File: src/rtl/load_store_unit.sv
// Data-memory stage: one load/store per start; loads and word stores take 2+W cycles, sub-word stores take 4+ (read-modify-write).
// Memory is req/ack with a TIMEOUT abort; start is ignored while busy, so the control FSM must wait for done.
module load_store_unit #(
    parameter int TIMEOUT = 15
) (
    input  logic        clk,
    input  logic        rst,
    input  logic        start,
    input  logic        is_store,
    input  logic [2:0]  funct3,
    input  logic [31:0] addr,
    input  logic [31:0] wdata,
    output logic        busy,
    output logic        done,
    output logic        err,
    output logic [31:0] load_data,
    output logic        mem_req,
    output logic        mem_we,
    output logic [31:0] mem_addr,
    output logic [31:0] mem_wdata,
    input  logic [31:0] mem_rdata,
    input  logic        mem_ack
);

    typedef enum logic [2:0] {
        IDLE,
        LOAD_WAIT,
        RMW_READ,
        MERGE,
        STORE_WAIT,
        DONE
    } state_t;

    state_t      state;
    state_t      nextState;
    logic [2:0]  funct3Q;
    logic [1:0]  byteOff;
    logic [15:0] wdataQ;
    logic [31:0] readWord;
    logic [7:0]  waitCnt;
    logic        errQ;
    logic        legalCode;
    logic        misaligned;
    logic        accessOk;
    logic        ackSeen;
    logic        timedOut;

    function automatic logic [31:0] extendLoad(input logic [2:0] f3, input logic [1:0] off,
                                               input logic [31:0] w);
        logic [7:0]  b;
        logic [15:0] h;
        b = w[{off, 3'b000} +: 8];
        h = off[1] ? w[31:16] : w[15:0];
        case (f3)
            3'b000:  extendLoad = {{24{b[7]}}, b};
            3'b001:  extendLoad = {{16{h[15]}}, h};
            3'b100:  extendLoad = {24'b0, b};
            3'b101:  extendLoad = {16'b0, h};
            default: extendLoad = w;
        endcase
    endfunction

    function automatic logic [31:0] mergeStore(input logic [2:0] f3, input logic [1:0] off,
                                               input logic [31:0] old, input logic [15:0] wd);
        logic [31:0] r;
        r = old;
        if (f3[0]) begin
            if (off[1]) r[31:16] = wd;
            else        r[15:0]  = wd;
        end else begin
            r[{off, 3'b000} +: 8] = wd[7:0];
        end
        mergeStore = r;
    endfunction

    assign legalCode  = is_store ? (funct3 inside {3'b000, 3'b001, 3'b010})
                                 : (funct3 inside {3'b000, 3'b001, 3'b010, 3'b100, 3'b101});
    // funct3[1:0] selects width for both signed and unsigned loads
    assign misaligned = (funct3[1:0] == 2'b01 && addr[0]) ||
                        (funct3[1:0] == 2'b10 && addr[1:0] != 2'b00);
    assign accessOk   = legalCode && !misaligned;

    assign mem_req  = (state == LOAD_WAIT) || (state == RMW_READ) || (state == STORE_WAIT);
    assign ackSeen  = mem_req && mem_ack;
    assign timedOut = mem_req && !mem_ack && (waitCnt == 8'(TIMEOUT - 1));
    assign busy     = (state != IDLE);
    assign done     = (state == DONE);
    assign err      = done && errQ;

    always_comb begin
        nextState = state;
        case (state)
            IDLE: begin
                if (start) begin
                    if (!accessOk)              nextState = DONE;
                    else if (!is_store)         nextState = LOAD_WAIT;
                    else if (funct3 == 3'b010)  nextState = STORE_WAIT;
                    else                        nextState = RMW_READ;
                end
            end
            LOAD_WAIT:  if (ackSeen || timedOut) nextState = DONE;
            RMW_READ: begin
                if (ackSeen)       nextState = MERGE;
                else if (timedOut) nextState = DONE;
            end
            MERGE:      nextState = STORE_WAIT;
            STORE_WAIT: if (ackSeen || timedOut) nextState = DONE;
            DONE:       nextState = IDLE;
            default:    nextState = IDLE;
        endcase
    end

    always_ff @(posedge clk) begin
        if (rst) begin
            state     <= IDLE;
            funct3Q   <= '0;
            byteOff   <= '0;
            wdataQ    <= '0;
            readWord  <= '0;
            waitCnt   <= '0;
            errQ      <= 1'b0;
            mem_addr  <= '0;
            mem_wdata <= '0;
            mem_we    <= 1'b0;
            load_data <= '0;
        end else begin
            state   <= nextState;
            // counts cycles of the current transaction; any state change restarts it
            waitCnt <= (mem_req && nextState == state) ? waitCnt + 8'd1 : 8'd0;
            case (state)
                IDLE: begin
                    if (start) begin
                        funct3Q   <= funct3;
                        byteOff   <= addr[1:0];
                        wdataQ    <= wdata[15:0];
                        mem_addr  <= {addr[31:2], 2'b00};
                        mem_wdata <= wdata;
                        mem_we    <= accessOk && is_store && (funct3 == 3'b010);
                        errQ      <= !accessOk;
                        if (!accessOk) load_data <= '0;
                    end
                end
                LOAD_WAIT: begin
                    if (ackSeen) begin
                        load_data <= extendLoad(funct3Q, byteOff, mem_rdata);
                    end else if (timedOut) begin
                        load_data <= '0;
                        errQ      <= 1'b1;
                    end
                end
                RMW_READ: begin
                    if (ackSeen)       readWord <= mem_rdata;
                    else if (timedOut) errQ     <= 1'b1;
                end
                MERGE: begin
                    mem_wdata <= mergeStore(funct3Q, byteOff, readWord, wdataQ);
                    mem_we    <= 1'b1;
                end
                STORE_WAIT: if (timedOut) errQ <= 1'b1;
                DONE:       mem_we <= 1'b0;
                default: ;
            endcase
        end
    end

endmodule

File: config.mk
export PLATFORM = sky130hd
export DESIGN_NAME = load_store_unit
export DESIGN_NICKNAME = d
export VERILOG_FILES = /design/src/rtl/load_store_unit.sv
export SDC_FILE = /design/constraint.sdc
export NUM_CORES = 1
export LEC_CHECK = 0
export BUFFER_PORTS_ARGS = -buffer_cell sky130_fd_sc_hd__buf_4
export CAP_MARGIN = 20
export CORE_ASPECT_RATIO = 2
export CORE_MARGIN = 2
export CORE_UTILIZATION = 55
export CTS_CLUSTER_DIAMETER = 120
export DETAILED_ROUTE_END_ITERATION = 6
export PLACE_DENSITY = 0.84
export SLEW_MARGIN = 20
export SYNTH_ARGS = -nofsm -noshare
export SYNTH_HDL_FRONTEND = slang
export SYNTH_SLANG_ARGS = --single-unit
File: constraint.sdc
create_clock -name clk -period 5 [get_ports clk]
set_input_delay 1 -clock clk [delete_from_list [all_inputs] [get_ports clk]]
set_output_delay 1 -clock clk [all_outputs]
set_load 0.02 [all_outputs]
# After elaboration in Yosys (flattened, before gate mapping)

Cells that the tools add are included.

Register bits: 160
Input bits: 104
Word-level logic and storage cells: 102
Output and inout bits: 101

Muxes and demuxes: 28
Shift-type cells: 3
Reductions and logical operators: 37
Bitwise logic cells: 1
$add $sub $neg: 2
Eq/ne operators: 20

Operators by type and width:

| cell                     | count |
|---|---|
| $mux W32                 | 6 |
| $pmux W32 S2             | 2 |
| $pmux W32 S4             | 1 |
| $mux W16                 | 3 |
| $bwmux W32               | 1 |
| $shift A8 B7 Y32 const A | 1 |
| $shiftx A32 B6 Y8        | 1 |
| $shiftx A8 B7 Y32        | 1 |
| $mux W3                  | 7 |
| $eq A3 B3 Y1 const B     | 6 |
| $pmux W3 S4              | 1 |
| $reduce_bool A3 Y1       | 4 |
| $logic_and A1 B1 Y1      | 10 |
| $eq A3 B1 Y1 const B     | 3 |
| $eq A3 B2 Y1 const B     | 3 |
| $logic_not A3 Y1         | 3 |
| $add A8 B1 Y8 const B    | 1 |
| $eq A8 B4 Y1 const B     | 1 |
| $reduce_and A2 Y1        | 4 |
| $neg A5 Y7               | 1 |
| $ne A2 B2 Y1 const B     | 3 |
| $pmux W1 S3              | 2 |
| $reduce_bool A2 Y1       | 3 |
| $reduce_or A2 Y1         | 3 |
| 11 further kinds         | 20 |

# Logic depth before layout (Yosys ltp)

Gate-level depths: netlist of the first run.

Depth after elaboration: 12
Depth in mapped cells: 8
Gate-level depth less buffers: 6

# Worst setup path before layout of the first run

Ideal clock, no wire load.

Path type: input to register
Start: input port start
End: register load_data[16]
Setup slack: 2.558 ns
Required time: 4.878 ns
Library setup time: 0.122 ns
Arrival: 2.321 ns
Path buffers: 2
Stages: 6
Cell sequence: or4b_4 > buf_6 > nor3_2 > a211oi_2 > buf_6 > a221o_1

Longest elaborated chain between the ends: 2

RTL lines:

| item                               | RTL line | source |
|---|---|---|
| start, declared                    | 8        | `input logic start,` |
| $ne A2 B2 Y1 (no source line)      | n/a      |  |
| $reduce_and A4 Y1 (no source line) | n/a      |  |
| end signal, assigned               | 145      | `load_data <= extendLoad(funct3Q, byteOff, mem_rdata);` |
| end, declared                      | 16       | `output logic [31:0] load_data,` |

No other way between the ends.
A chain may end at the register's enable or synchronous reset.

# Final worst setup path of the first run

Start: register state[2]
End: output port mem_req

Longest elaborated chain between the ends: 3
Elaborated cells between the ends (all ways): 5
Those cells by class: eq/ne (3); reduce/logical (2)

RTL lines:

| item                                         | RTL line | source |
|---|---|---|
| start, declared                              | 34       | `state_t state;` |
| start signal, assigned                       | 127      | `state <= nextState;` |
| $eq A3 B1 Y1 or $eq A3 B2 Y1 (tied branches) | 83       | `assign mem_req = (state == LOAD_WAIT) \|\| (state == RMW_READ) \|\| (state == STORE_WAIT);` |
| $logic_or A1 B1 Y1                           | 83       |  |
| $logic_or A1 B1 Y1 (*)                       | 83       |  |
| end, declared                                | 17       | `output logic mem_req,` |

Mark *: on every way between the ends. The rest lies on a longest branch, timed or not.

==> results of run 1 <==
## placed cells by master, fill, tap and decap left out, types with 4 or more instances in the layout
cell        instances
a221o_1            23
nand2_1           212
inv_6               4
o21bai_1            8
a22oi_1             6
and2_1              7
inv_1              10
nor2b_1             7
a31oi_1            18
ha_1                7
buf_4             210
a22o_1             12
clkinvlp_4          4
o21a_1              8
o21ai_0             4
a211o_1            18
a311oi_1           14
xor2_1              4
nor3_1              9
or3_1               4
dfxtp_1           160
clkbuf_16          17
nor2_1             19
a221oi_1           25
a21oi_1           108
mux2i_1            20
a21o_1              5
mux2_2              7
## worst max-delay path, delay by kind of cell, from the launching register on
| kind | cells | cell delay [ns] |
|---|---|---|
| compound gates | 1 | 0.22 |
| buf+inv | 1 | 0.24 |
| flops | 1 | 0.57 |
| simple gates | 1 | 0.50 |
## state kept, by name (all words and copies together), names as in the netlist
signal and flops:
byteOff 2, errQ 1, funct3Q 3, load_data 32
mem_addr 30, mem_wdata 32, mem_we 1, readWord 32
state 3, waitCnt 8, wdataQ 16
## how the worst max path moves through the flow
stage / from / to / slack, ns / cells after the start
6_report: state[2] / mem_req / 2.07 / 3
5_1_grt: state[2] / mem_req / 1.98 / 3
4_1_cts: state[2] / mem_req / 2.07 / 3
3_5_place_dp: rst / load_data[17] / 2.04 / 5
3_3_place_gp: rst / load_data[19] / 2.05 / 5
2_1_floorplan: start / load_data[16] / 2.56 / 6
## cell families (layout without fill, tap and decap cells)
group                      count (synthesis)  after routing  synth area share
AOI/OAI and AO/OA                        262            262            0.2586
xor gates and xnor gates                   7              7          0.008619
adders and majority gates                  7              7           0.01231
buffers and inverters                     86            253           0.05418
DFF                                      160            160            0.4503
muxes                                     27             27           0.03923
other                                      1              2         0.0005272
and+or+nand+nor                          287            287            0.1763
## layer usage
| metal | track usage | routed length (µm) | up-vias |
|---|---|---|---|
| li1 | - | - | 3310 |
| met1 | 0.3175 | 7413 | 3285 |
| met4 | 0.1934 | 1235 | 0 |
| met2 | 0.5538 | 11650 | 326 |
| met5 | 0 | 0 | - |
| met3 | 0.06447 | 1463 | 72 |
## metrics by stage
| stage | cells | setup WS (ns) | area, µm² | util | power, mW |
|---|---|---|---|---|---|
| final | 1155 | 2.066 | 9144 | 0.7241 | 3.489 |
| after global routing | 1155 | 1.981 | 9144 | 0.7241 | 3.612 |
| after global placement | 1123 | 2.050 | 8553 | 0.6774 | 2.207 |
| after CTS | 1155 | 2.068 | 9144 | 0.7241 | 3.492 |
| after floorplan | 838 | 2.558 | 7117 | - | 1.925 |
| after detailed placement | 1123 | 2.040 | 8553 | 0.6774 | 2.220 |
## area by class of cell
class                           instances  area (µm²)
Multi-Input combinational cell        592        3545
Fill cell                            1026        3483
Sequential cell                       160        3203
Timing Repair Buffer                  210        1577
Clock buffer                           20       466.7
Tap cell                              150       187.7
Clock inverter                         12       123.9
Inverter                               11       41.29
## power by group through the flow
stage               registers (mW)  logic [mW]  clock network [mW]
floorplan                     1.54       0.385                   0
global placement              1.49       0.722                   0
detailed placement            1.49       0.733                   0
CTS                           1.46       0.737                1.29
global route                  1.47       0.795                1.34
finish                        1.46       0.740                1.29
==> reports/metrics.yaml, run 1 <==
number_of_gates_resized_after_cts: 0
ff2ff_path_depth: 4
placementRows: 58
finClkSkew_ns: 0.009201
drt_pass1_iterations: 5
final.setup.tns_ns: 0
min_to: "mem_addr[4]"
maxCapViolCount: 0
setup-violations-final: 0
die_width_um: 84.42
post_drt_wl_per_cell_um: 18.84
most_frequent_cell_after_synthesis: "nand2_1"
synth_enable_flop_cells: 0
routed_wl_mm: 21.77
htree_levels: 4
clkLatencyLatePin_ns: 0.42
gpl.final_weighted_congestion: 0.9350
syn_avg_cell_area_um2: 8.498
swShare: 0.3092
postCtsSetupBuffers: 0
ys_dominant_reg_cell: "dfxtp_1"
initial_core_util: 0.5633
grt_remaining_overflow: 0
synth_top_cell_by_area: "dfxtp_1"
min-delay-path-class: "reg -> reg"
tritoncts_clock_tree: "built"
coreArea_um2: 12630
detail_route.vias_per_cell: 6.055
num_antenna_cells: 0
cts_sinks: 160
pwr-share-seq: 0.419
synthArstFlopShare: 0
grt_max_degree: 93
number_of_antenna_violations_at_the_first_check_in_global_routing: 0
design.portCount: 205
crit_path_cell_trace: "or3b_2 -> o21ai_0 -> buf_4"
path_clk_slew_ns: 0.07
timing.setup.critical_path_class: "reg -> out"
critical_path.max_fanout: 12
worst_ir_drop_vdd_uv: 294.5
hpwl_mm: 15.56
total_switching_power_mw: 1.079
synth.distinct_cells: 60
clockPowerShare: 0.368
post-synth-top-area-fraction: 0.4503
ff2ff_setup_slack_ns: 2.26
timing.slew.headroom: 0.2707
p_leak_nw: 3.647
number_of_global_route_vias_before_repair: 6791
post_cts_hold_fix_bufs: 0
layout_min_cycle_time_ns: 2.934
cp.required_ns: 4.00
nets: 1103
mappedNetlistArea_um2: 7113
p_int_mw: 2.410
drive_above_1_share: 0.2557
drtAntennaViolNets: 0
maxClockFrequency_ghz: 0.3408
rsz0062_at_grt: "no"
clockRootBuffer: "clkbuf_16"
post_syn_instances: 837
wire_length_of_the_first_global_routing_pass_mm: 33.69
worst_hold_startpoint: "mem_addr[4]"
finalCritPeriodShare: 0.5868
drt_first_iter_violations: 506
largest_stage_delay_worst_path_ns: 0.57
endpoint_kind: "output pin"
ys_top_cells_by_count: "nand2_1, dfxtp_1, a21oi_1"
worst_hold_path_depth: 2
final_hold_viol_count: 0
r2r-end: "load_data[17]"
grt_use_total: 0.3063
remaining_drc_errors: 0
crit_slowest_cell: "dfxtp_1"
run_status: "complete, no violations"
yosys_warnings: 0
tightestPinTransition_ns: 1.094
power_density_nw_per_um2: 381.6
rr_startpoint: "state[0]"
holdWs_ns: 0.4528
die_area_um2: 13910
port-buffer-count: 202
clk_path_buf_depth: 2
synth-seq-cells: 160
synth-seq-area-share: 0.4503
areaGrowthSynthToFinish_pct: 28.55
combinational_share_of_power: 0.212
slew_violations: 0
die_height_um: 164.8
synth.top_cells.by_area: "dfxtp_1, nand2_1, a21oi_1"
worst-endpoint-arrival_ns: 1.93
vias: 6993
crit_path_start_kind: "flop"
cts_buffers: 17
No activity file was read; power rests on OpenSTA's default activity.
==> run 2, diff against run 1 <==
CORE_UTILIZATION = 52   (was 55)
PLACE_DENSITY = 0.8   (was 0.84)
clock period = 2.8 ns   (was 5 ns; I/O delays follow)
==> run 2 against run 1 <==
  * Worst setup slack lost 1.8 ns
  * Core utilization shrank 4.0 points
  * Count of clock-buffer cells in the layout grew 1
  * Global-route usage shrank 1.4 points
  * Clock power grew 72%
  * Worst hold slack lost 0.071 ns
  * Sequential cell count is the same
  * Sequential share of layout area shrank 0.18 points
==> reports/metrics.yaml, run 2 (synthesized netlist as in run 1, its figures left out) <==
pwr-share-seq: 0.424  # +0.005
htree_levels: 4  # unchanged
grt_remaining_overflow: 0  # unchanged
p_leak_nw: 3.679  # +0.88%
endpoint_kind: "output pin"
postCtsSetupBuffers: 0  # unchanged
reg_top3: "load_data x32, mem_wdata x32, readWord x32"
final_hold_viol_count: 0  # unchanged
initial_core_util: 0.5293  # -0.03399
remaining_drc_errors: 0  # unchanged
drt_first_iter_violations: 415  # -18%
number_of_global_route_vias_before_repair: 6686  # -1.5%
timing.slew.headroom: 0.4420  # +0.1713
tritoncts_clock_tree: "built"
hpwl_mm: 15.95  # +2.5%
final.setup.tns_ns: 0  # unchanged
largest_stage_delay_worst_path_ns: 0.56  # about the same
areaGrowthSynthToFinish_pct: 29.22
post_cts_hold_fix_bufs: 0  # unchanged
global_route.usage.met1: 0.2958  # -0.02168
cts_sinks: 160  # unchanged
power_density_nw_per_um2: 670.8  # +76%
critical_path.max_fanout: 12  # unchanged
tightestPinTransition_ns: 0.8359  # -0.2581 ns
global_route.usage.met3: 0.06274  # -0.001725
coreArea_um2: 13440  # +6.4%
worst-endpoint-arrival_ns: 1.95  # +0.02 ns
number_of_antenna_violations_at_the_first_check_in_global_routing: 0  # unchanged
slew_violations: 0  # unchanged
finClkSkew_ns: 0.007323  # -0.001878 ns
wire_length_of_the_first_global_routing_pass_mm: 33.56  # -0.39%
dpl-instance-area_um2: 8627  # +0.86%
total_switching_power_mw: 1.839  # +70%
die_height_um: 169.4  # +2.8%
commonest_non_fill_non_tap_cell_in_the_layout: "buf_4"
combinational_share_of_power: 0.216  # +0.004
clk_path_buf_depth: 2  # unchanged
path_clk_slew_ns: 0.06  # about the same
timing.setup.critical_path_class: "reg -> out"
die_width_um: 86.70  # +2.7%
crit_path_start_kind: "flop"
post_route_cell_area_um2: 9191  # +0.52%
worst_ir_drop_vdd_uv: 541.6  # +84%
crit_path_cell_trace: "or3b_2 -> o21ai_0 -> buf_4"
maxCapViolCount: 0  # unchanged
nets: 1112  # +0.82%
crit_slowest_cell: "dfxtp_1"
top_usage_layer: "met2"
design.portCount: 205  # unchanged
clkLatencyLatePin_ns: 0.42  # about the same
layout_min_cycle_time_ns: 2.510
post_drt_wl_per_cell_um: 18.56  # -1.5%
port-buffer-count: 202  # unchanged
clockPowerShare: 0.360  # -0.008
min-delay-path-class: "in -> reg"
routed_wl_mm: 21.68  # -0.39%
gr-usage-met2: 0.5415  # -0.01228
swShare: 0.2982  # -0.01100
nFillCells: 1064  # +3.7%
drtAntennaViolNets: 0  # unchanged
vias: 6963  # -0.43%
grt_max_degree: 72  # -23%
drive_above_1_share: 0.2586  # +0.002916
detail_route.vias_per_cell: 5.961  # -1.5%
maxClockFrequency_ghz: 0.3983
num_antenna_cells: 0  # unchanged
mostFrequentLayoutCells: "buf_4, nand2_1, dfxtp_1"
grt_use_total: 0.2922  # -0.01412
drt_pass1_iterations: 5  # unchanged
number_of_gates_resized_after_cts: 0  # unchanged
clockRootBuffer: "clkbuf_16"
gpl.final_weighted_congestion: 0.9158  # -2.1%
placementRows: 60  # +3.4%
cp.required_ns: 2.24  # -1.76 ns
cts_buffers: 17  # unchanged
p_int_mw: 4.327  # +80%
die_area_um2: 14690  # +5.6%
finalCritPeriodShare: 0.8966
setup-violations-final: 0  # unchanged
rsz0062_at_grt: "no"
run_status: "complete, no violations"
## run 2: changes by cell type in the layout (fill, tap and decap cells not counted), sizes merged
cell    change
buf         +9
clkbuf      +1
inv         -5
clkinv      +2
bufinv      +1
## run 2: metal layers
| metal | up-vias | share of wire |
|---|---|---|
| li1 | 3324 | - |
| met1 | 3281 | 0.34 |
| met2 | 289 | 0.55 |
| met3 | 69 | 0.055 |
| met4 | 0 | 0.052 |
| met5 | - | 0 |
## run 2: stage by stage
stage / setup slack (ns) / instances / total power [mW] / util / hold WS (ns)
finish: 0.2895 / 1168 / 6.166 / 0.6840 / 0.3815
global route: 0.1920 / 1168 / 6.394 / 0.6840 / 0.3846
CTS: 0.2826 / 1168 / 6.193 / 0.6840 / 0.3770
detailed placement: 0.5327 / 1137 / 3.986 / 0.6420 / 0.4453
global placement: 0.5449 / 1137 / 3.961 / 0.6420 / 0.4371
floorplan: 0.5176 / 838 / 3.438 / - / 0.4360
## run 2: power groups by stage
stage / clock (mW) / combinational (mW) / sequential [mW]
floorplan: 0 / 0.688 / 2.75
global placement: 0 / 1.31 / 2.65
detailed placement: 0 / 1.33 / 2.66
CTS: 2.25 / 1.33 / 2.61
global route: 2.33 / 1.43 / 2.63
finish: 2.22 / 1.33 / 2.62
## run 2: path summary, 6_finish.rpt
path / from / endpoint / slack, ns / depth (start not counted)
setup reg to reg: state[0] / load_data[25] / 0.52 / 5
hold / removal: addr[25] / mem_addr[25] / 0.38 / 3
hold reg to reg: mem_addr[31] / mem_addr[31] / 0.45 / 2
setup / recovery: state[2] / mem_req / 0.29 / 3
## run 2: area by class of cell
type                       count  area [µm²]  area share
clock buffer                  21       450.4     0.04901
sequential                   160        3203      0.3485
inverter                      11       41.29    0.004492
multi-input combinational    592        3545      0.3857
timing repair buffer         219        1644      0.1789
tap                          155       193.9     0.02110
clock inverter                10       113.9     0.01239
## run 2: critical path: cells and delay by family, from the launching register on
kind / cells / cell delay [ns]
AO/OA/AOI/OAI: 1 / 0.24
AND/OR/NAND/NOR: 1 / 0.49
buffers and inverters: 1 / 0.24
flip-flops: 1 / 0.56
